File: src/rtl/reg_file_mp_pkg.sv
// Shared defaults and register-index type for the multi-ported register file.
// The REG_FILE_BYPASS_EN macro (see reg_file_mp.sv) does not affect this package.
package reg_file_mp_pkg;

    localparam int NUM_REGS_DEF = 32;
    localparam int DATA_W_DEF   = 32;
    localparam int PC_W_DEF     = 32;

    function automatic int addr_width(input int num_regs);
        return $clog2(num_regs);
    endfunction

    localparam int ADDR_W_DEF = addr_width(NUM_REGS_DEF);

    typedef logic [ADDR_W_DEF-1:0] reg_idx_t;

endpackage

File: src/rtl/reg_file_mp_scoreboard.sv
// Busy scoreboard: one bit per register, set on issue, cleared by writes,
// wiped by flush. Register 0 is never busy.
module reg_scoreboard
    import reg_file_mp_pkg::*;
#(
    parameter int NUM_REGS = NUM_REGS_DEF,
    parameter int NUM_RD   = 2,
    parameter int NUM_WR   = 1,
    parameter int ADDR_W   = addr_width(NUM_REGS)
) (
    input  logic                     clk_i,
    input  logic                     rst_ni,
    input  logic                     set_en_i,
    input  logic [ADDR_W-1:0]        set_addr_i,
    input  logic [NUM_WR-1:0]        clr_en_i,
    input  logic [NUM_WR*ADDR_W-1:0] clr_addr_i,
    input  logic                     flush_i,
    input  logic [NUM_RD*ADDR_W-1:0] lookup_addr_i,
    output logic [NUM_RD-1:0]        busy_o
);

    logic [NUM_REGS-1:0] busy_q;
    logic [NUM_REGS-1:0] busy_d;

    // Order matters: clears first, then a new producer re-sets, then flush wins over all.
    always_comb begin
        busy_d = busy_q;
        for (int j = 0; j < NUM_WR; j++) begin
            if (clr_en_i[j]) begin
                busy_d[clr_addr_i[j*ADDR_W +: ADDR_W]] = 1'b0;
            end
        end
        if (set_en_i) begin
            busy_d[set_addr_i] = 1'b1;
        end
        if (flush_i) begin
            busy_d = '0;
        end
        busy_d[0] = 1'b0;
    end

    always_ff @(posedge clk_i or negedge rst_ni) begin
        if (!rst_ni) begin
            busy_q <= '0;
        end else begin
            busy_q <= busy_d;
        end
    end

    always_comb begin
        busy_o = '0;
        for (int i = 0; i < NUM_RD; i++) begin
            busy_o[i] = busy_q[lookup_addr_i[i*ADDR_W +: ADDR_W]];
        end
    end

endmodule

File: src/rtl/reg_file_mp.sv
// Multi-ported register file with busy scoreboard and exception capture (rm0/rm1).
// Define REG_FILE_BYPASS_EN to forward same-cycle write data to matching reads.
module reg_file_mp
    import reg_file_mp_pkg::*;
#(
    parameter  int NUM_REGS = NUM_REGS_DEF,
    parameter  int DATA_W   = DATA_W_DEF,
    parameter  int NUM_RD   = 2,
    parameter  int NUM_WR   = 1,
    parameter  int PC_W     = PC_W_DEF,
    localparam int ADDR_W   = addr_width(NUM_REGS)
) (
    input  logic                     clk_i,
    input  logic                     rst_ni,
    input  logic [NUM_RD*ADDR_W-1:0] rd_addr_i,
    output logic [NUM_RD*DATA_W-1:0] rd_data_o,
    output logic [NUM_RD-1:0]        rd_busy_o,
    input  logic [NUM_WR-1:0]        wr_en_i,
    input  logic [NUM_WR*ADDR_W-1:0] wr_addr_i,
    input  logic [NUM_WR*DATA_W-1:0] wr_data_i,
    input  logic                     iss_en_i,
    input  logic [ADDR_W-1:0]        iss_dest_i,
    input  logic                     flush_i,
    input  logic                     xcpt_valid_i,
    input  logic [PC_W-1:0]          xcpt_pc_i,
    input  logic [DATA_W-1:0]        xcpt_addr_i,
    output logic [PC_W-1:0]          rm0_o,
    output logic [DATA_W-1:0]        rm1_o
);

    logic [DATA_W-1:0] regs_q [NUM_REGS];
    logic [DATA_W-1:0] regs_d [NUM_REGS];
    logic [PC_W-1:0]   rm0_q, rm0_d;
    logic [DATA_W-1:0] rm1_q, rm1_d;
    logic [NUM_WR-1:0] wr_live;
    logic [NUM_RD-1:0] sb_busy;

    always_comb begin
        wr_live = '0;
        for (int j = 0; j < NUM_WR; j++) begin
            wr_live[j] = wr_en_i[j] && (wr_addr_i[j*ADDR_W +: ADDR_W] != '0);
        end
    end

    // Ascending port order lets the highest-indexed port win a same-address collision.
    always_comb begin
        regs_d = regs_q;
        for (int j = 0; j < NUM_WR; j++) begin
            if (wr_live[j]) begin
                regs_d[wr_addr_i[j*ADDR_W +: ADDR_W]] = wr_data_i[j*DATA_W +: DATA_W];
            end
        end
        regs_d[0] = '0;
        rm0_d = xcpt_valid_i ? xcpt_pc_i   : rm0_q;
        rm1_d = xcpt_valid_i ? xcpt_addr_i : rm1_q;
    end

    always_ff @(posedge clk_i or negedge rst_ni) begin
        if (!rst_ni) begin
            for (int r = 0; r < NUM_REGS; r++) begin
                regs_q[r] <= '0;
            end
            rm0_q <= '0;
            rm1_q <= '0;
        end else begin
            regs_q <= regs_d;
            rm0_q  <= rm0_d;
            rm1_q  <= rm1_d;
        end
    end

    reg_scoreboard #(
        .NUM_REGS (NUM_REGS),
        .NUM_RD   (NUM_RD),
        .NUM_WR   (NUM_WR),
        .ADDR_W   (ADDR_W)
    ) u_scoreboard (
        .clk_i         (clk_i),
        .rst_ni        (rst_ni),
        .set_en_i      (iss_en_i && (iss_dest_i != '0)),
        .set_addr_i    (iss_dest_i),
        .clr_en_i      (wr_live),
        .clr_addr_i    (wr_addr_i),
        .flush_i       (flush_i),
        .lookup_addr_i (rd_addr_i),
        .busy_o        (sb_busy)
    );

    always_comb begin
        rd_data_o = '0;
        rd_busy_o = '0;
        for (int i = 0; i < NUM_RD; i++) begin
            rd_data_o[i*DATA_W +: DATA_W] = regs_q[rd_addr_i[i*ADDR_W +: ADDR_W]];
            rd_busy_o[i]                  = sb_busy[i];
`ifdef REG_FILE_BYPASS_EN
            // Gated by reset so outputs stay zero while reset is held.
            for (int j = 0; j < NUM_WR; j++) begin
                if (rst_ni && wr_live[j] &&
                    (wr_addr_i[j*ADDR_W +: ADDR_W] == rd_addr_i[i*ADDR_W +: ADDR_W])) begin
                    rd_data_o[i*DATA_W +: DATA_W] = wr_data_i[j*DATA_W +: DATA_W];
                    rd_busy_o[i]                  = 1'b0;
                end
            end
`endif
        end
    end

    assign rm0_o = rm0_q;
    assign rm1_o = rm1_q;

endmodule

File: config.mk
export PLATFORM = sky130hd
export DESIGN_NAME = reg_file_mp
export DESIGN_NICKNAME = d
export VERILOG_FILES = /design/src/rtl/reg_file_mp_pkg.sv /design/src/rtl/reg_file_mp_scoreboard.sv /design/src/rtl/reg_file_mp.sv
export SDC_FILE = /design/constraint.sdc
export NUM_CORES = 2
export LEC_CHECK = 0
export ABC_AREA = 0
export CORE_MARGIN = 2
export CORE_UTILIZATION = 60
export CTS_CLUSTER_SIZE = 24
export DETAILED_ROUTE_END_ITERATION = 8
export GPL_TIMING_DRIVEN = 0
export PLACE_DENSITY_LB_ADDON = 0.08
export SETUP_SLACK_MARGIN = 0.05
export SLEW_MARGIN = 20
export SYNTH_ARGS = -nofsm -noshare
export SYNTH_HDL_FRONTEND = slang
export SYNTH_SLANG_ARGS = --single-unit
File: constraint.sdc
create_clock -name clk_i -period 2.5 [get_ports clk_i]
set_input_delay 0.25 -clock clk_i [delete_from_list [all_inputs] [get_ports clk_i]]
set_output_delay 0.25 -clock clk_i [all_outputs]
set_load 0.02 [all_outputs]
Word-level counts from Yosys, hierarchy flattened
Cells that the tools add are included.
{"block": "totals", "reg_bits": 1087, "input_bits": 122, "output_inout_bits": 130, "wordCells": 77}
{"block": "op_classes", "magnitude_cmp": 10, "mux": 20, "n_bitwise": 6, "n_reduce_logical": 7}
{"cell": "1024-bit bitwise mux", "n": 1}
{"cell": "32-bit binary-select mux with 5-bit select", "n": 2}
{"cell": "32-bit 2-to-1 mux", "n": 8}
{"cell": "32-bit demux with 5-bit select", "n": 1}
{"cell": "32-bit bitwise AND", "n": 1}
{"cell": "32-bit NOT", "n": 1}
{"cell": "32-bit bitwise OR", "n": 1}
{"cell": "5-bit by 6-bit less-than comparator with 1-bit output (second input constant)", "n": 4}
{"cell": "6-bit greater-or-equal comparator (second input constant)", "n": 3}
{"cell": "5-bit NOT with 6-bit output", "n": 3}
{"cell": "1-bit binary-select mux with 5-bit select", "n": 2}
{"cell": "1-bit demux with 5-bit select", "n": 2}
{"cell": "5-bit by 1-bit greater-or-equal comparator with 1-bit output (second input constant)", "n": 2}
{"cell": "5-bit nonzero test", "n": 2}
{"cell": "6-bit by 1-bit less-than comparator with 1-bit output (second input constant)", "n": 1}
{"cell": "1-bit logical AND", "n": 5}
{"cell": "1-bit 2-to-1 mux", "n": 4}

Depth between registers and ports, before layout
{"block": "logic_depth", "ltp_word": 10, "ltp_mapped": 8, "mapped_depth_nobuf": 4}

Hierarchy
A second synthesis with hierarchy kept.
{"block": "hier_totals", "hier_cells": 3965, "area_unflattened_um2": 57528.9}
{"module": "reg_file_mp", "instances": 1, "cells_per_inst": 3736, "area_each_um2": 55547.0, "seq_area_each_um2": 26425.3}
{"module": "reg_scoreboard", "instances": 1, "cells_per_inst": 229, "area_each_um2": 1981.9, "seq_area_each_um2": 775.7}

Worst setup path before layout
OpenSTA, ideal clock, no wires.
{"block": "synth_path", "kind": "in2out", "from": "input rd_addr_i[5]", "to": "output rd_data_o[53]", "arrival_ps": 1894, "required_time_ps": 2250, "setup_slack_ps": 356, "path_stages": 8, "n_path_buf": 5, "cell_sequence": "buf_2 buf_6 buf_4 buf_4 buf_2 a22o_1 a211oi_1 o31ai_1"}
{"block": "synth_via", "elab_chain_len": 4}
{"element": "start: declaration", "line_no": "reg_file_mp.sv:15", "text": "input logic [NUM_RD*ADDR_W-1:0] rd_addr_i,"}
{"element": "5-bit NOT with 6-bit output (implied by the code)", "line_no": "reg_file_mp.sv:93", "text": "rd_data_o[i*DATA_W +: DATA_W] = regs_q[rd_addr_i[i*ADDR_W +: ADDR_W]];"}
{"element": "32-bit binary-select mux with 5-bit select", "line_no": "reg_file_mp.sv:93"}
{"element": "32-bit 2-to-1 mux (implied by the code) (2 in series)", "line_no": "reg_file_mp.sv:93"}
{"element": "end: declaration", "line_no": "reg_file_mp.sv:16", "text": "output logic [NUM_RD*DATA_W-1:0] rd_data_o,"}
No other way between the ends. The select of a mux whose other input is x is not followed.

Final worst setup path
{"block": "layout_path", "from": "input rd_addr_i[2]", "to": "output rd_data_o[3]"}
The elaborated chain is that of the path after synthesis.

==> summary.txt <==
Place
  – Area after DPL: 61800 µm²
  – GPL Wtd Cong: 0.978
  – DPL Wire Length: 139000 µm
  – Dpl cells: 5485
  – Input/output buffers: 237

Synthesis
  – FF+latch count, synth: 1087
  – Post-synthesis instance area: 57500 µm²
  – Cells after Synth: 3973
  – Synth cell types: 36
  – Sequential-to-total area share from yosys stat: 47.3%
  – Yosys warning count: 0
  – Syn_nets: 4095
  – Synthesized area per cell: 14.5 µm²

Status
  – Failing checks: negative hold slack, negative setup slack
  – Status: finished, violations left

Clocking
  – TritonCTS clock tree: done
  – CTS H-tree depth: 3
  – Hold buffer count at CTS: 8
  – Clk slew on worst S/H paths: 0.06 ns
  – Clock tree root buffer cell: clkbuf_16
  – Num Clock Sinks: 1087
  – Total clock buffers created by CTS: 115
  – Clk buf depth: 3
  – Worst skew pair latency: 0.73 ns

STA
  – Final hold vios: 111
  – Tcrit/Tclk final: 111%
  – Max transition margin: 14.7%
  – Pins over their slew limit: 0
  – Endpoints failing setup: 76
  – Worst slew pin tran: 1.28 ns
  – Setup ws final: -0.268 ns
  – Final Skew: 0 ns
  – Fin crit period: 2.77 ns
  – Hold WS: -0.351 ns
  – F_max: 361 MHz
  – RSZ-0062 raised after global routing: yes

Floorplanning
  – Initial Util: 60.6%
  – Die area: 98400 µm²
  – Core area: 95000 µm²
  – Ports: 252
  – Die X: 314 µm
  – Die height: 314 µm
  – Rows: 113

Global routing
  – Number of global-route vias before repair: 42000
  – First-pass GRT wire length: 290000 µm
  – Largest net degree at the start of global routing: 145
  – Tot GR Track Use: 41.4%
  – Initial antenna violation count: 6
  – Total grt overflow: 0

Layout
  – Layout cell share with drive strength beyond 1: 50.9%
  – Fin cells: 5725
  – Util after Layout: 71.3%
  – Design Area, Final: 67700 µm²
  – Area grow syn2layout: 17.6%
  – Net count, final: 4480

Setup path
  – Slowest CP cell: dlygate4sd2_1
  – CP bufs+invs: 4
  – CP Class: input pin to output pin
  – Worst-path cell chain: dlygate4sd2_1 > buf_4 > nand2_2 > clkbuf_4 > o22ai_1 > a211oi_2 > o31ai_2 > buf_4
  – Reg2reg setup slack: 1.47 ns
  – CP max FO: 10
  – Max incr delay on CP: 0.46 ns
  – CP dominant cell by count: buf_4
  – Worst EP required: 2.25 ns
  – Critical path's top delay family: buffers and inverters
  – CP arrival: 2.52 ns
  – Crit path capture type: output pin
  – Startpoint Class: input pin

Routing
  – First-pass DRT Iterations: 6
  – Vias: 40700
  – Avg WL per Cell: 35.3 µm
  – Drt drc: 0
  – Post-route ant nets: 0
  – Routed WL: 202000 µm
  – Detailed Route Iter0 Violations: 4924
  – Vias per inst: 7.10

Job
  – Max-cap viol count: 0

Power and ir drop
  – VDD IR max: 0.668 mV
  – Lkg Pwr: 0.0295 µW
  – Cell area power density: 804 nW/µm²

Min path
  – Worst hold path type: input pin to asynchronous set/reset pin
-- area by class of cell --
class / instances / area, µm²
multi-input combinational: 2440 / 29200
fill: 6564 / 27300
sequential: 1087 / 27200
clock buffer: 163 / 3380
timing repair buffer: 274 / 2830
buffer: 436 / 2680
tap: 1265 / 1580
clock inverter: 52 / 790
inverter: 4 / 18.8
antenna: 4 / 10.0
-- metrics by stage --
step / setup WS, ns / total power (µW) / setup TNS (ns)
floorplan: 0.356 / 30700 / 0
global placement: -48.79 / 34200 / -
detailed placement: -2.06 / 34800 / -368.79
CTS: -0.207 / 53900 / -8.84
global route: -0.246 / 56100 / -10.86
finish: -0.268 / 54400 / -10.02
-- path summary, 6_finish.rpt --
| check | from | endpoint | depth (start not counted) |
|---|---|---|---|
| worst max-delay path | rd_addr_i[2] | rd_data_o[3] | 8 |
| worst max register to register | regs_q[19]$_DFFE_PN0P_ | regs_q[19]$_DFFE_PN0P_ | 3 |
| max in group asynchronous | rst_ni | rm0_o[20]$_DFFE_PN0P_ | 7 |
| worst min-delay path | rst_ni | regs_q[665]$_DFFE_PN0P_ | 3 |
| worst min register to register | rm0_o[6]$_DFFE_PN0P_ | rm0_o[6]$_DFFE_PN0P_ | 1 |
| min in group clk_i | iss_dest_i[2] | u_scoreboard.busy_q[29]$_DFF_PN0_ | 3 |
-- what timing repair did --
| item | 4_1_cts | 5_1_grt |
|---|---|---|
| pin swaps | 118 | 75 |
| buffers inserted | 13 | 6 |
| gates resized for setup | 802 | 68 |
| endpoints found under the hold margin | 272 | 111 |
| setup endpoints to repair | 106 | 131 |
-- tightest hold or removal path, delay by kind of cell --
family | cells | cell delay [ns]
buffers and inverters | 3 | 0.57
-- cell usage in the layout (no fill, tap or decap), types with 62 or more instances in the layout --
cell / Yosys / routed
buf_2: 120 / 109
buf_4: 49 / 114
clkdlybuf4s50_1: 0 / 167
mux4_2: 396 / 396
a22o_1: 198 / 198
o22ai_1: 66 / 65
clkbuf_1: 234 / 151
clkbuf_16: 0 / 117
nand2_1: 93 / 91
mux2_2: 1108 / 1108
o21ai_2: 0 / 62
dfrtp_1: 1087 / 1087
mux2i_1: 165 / 165
-- cell usage after synthesis, drive strengths merged --
library cell     n  area [µm²]
mux4           396        8920
and3            37         231
buf            208        1230
o21ai           67         335
clkbuf         234         878
a21oi           15        75.1
nand2           93         349
a22o           198        1730
o31ai           66         495
nand3            6        30.0
nand4            4        25.0
a22oi           15         113
and2            44         275
nor3             3        20.0
mux2i          165        1650
nor3b            1        7.51
dfrtp         1087       27200
nor4b            2        23.8
nor2b           16         100
o22ai           66         413
nor2            32         120
a211oi          66         495
nand2b          20         125
nor4bb           1        10.0
and3b            4        35.0
a32oi            1        8.76
mux2          1122       12600
inv              4        15.0
-- layer usage --
layer | vias up | GRT usage (%) | part of all wire [%]
met1 | 21300 | 54.1 | 38
met2 | 2612 | 61.3 | 44
met5 | - | 0.967 | 0.087
li1 | 16100 | - | -
met3 | 728 | 15.9 | 12
met4 | 12 | 19.6 | 5.5
-- flip-flops by register name, summed over array words and instances (netlist names) --
name	flops
u_scoreboard.busy_q	31
rm0_o	32
rm1_o	32
regs_q	992
-- cells by family after synthesis --
group	Yosys count	share of synthesized area (%)
multiplexers	1683	40.3
flip-flops	1087	47.3
AO/OA/AOI/OAI	494	6.38
buffers and inverters	446	3.69
AND/OR/NAND/NOR	263	2.35
-- report_power, final --
group	internal, µW	switching (µW)	total [µW]
Combinational	6790	5290	12100
Sequential	20900	2490	23300
Clock	11400	7630	19000
Total	39000	15400	54400
Note: power is estimated with default switching activity, not from simulation.
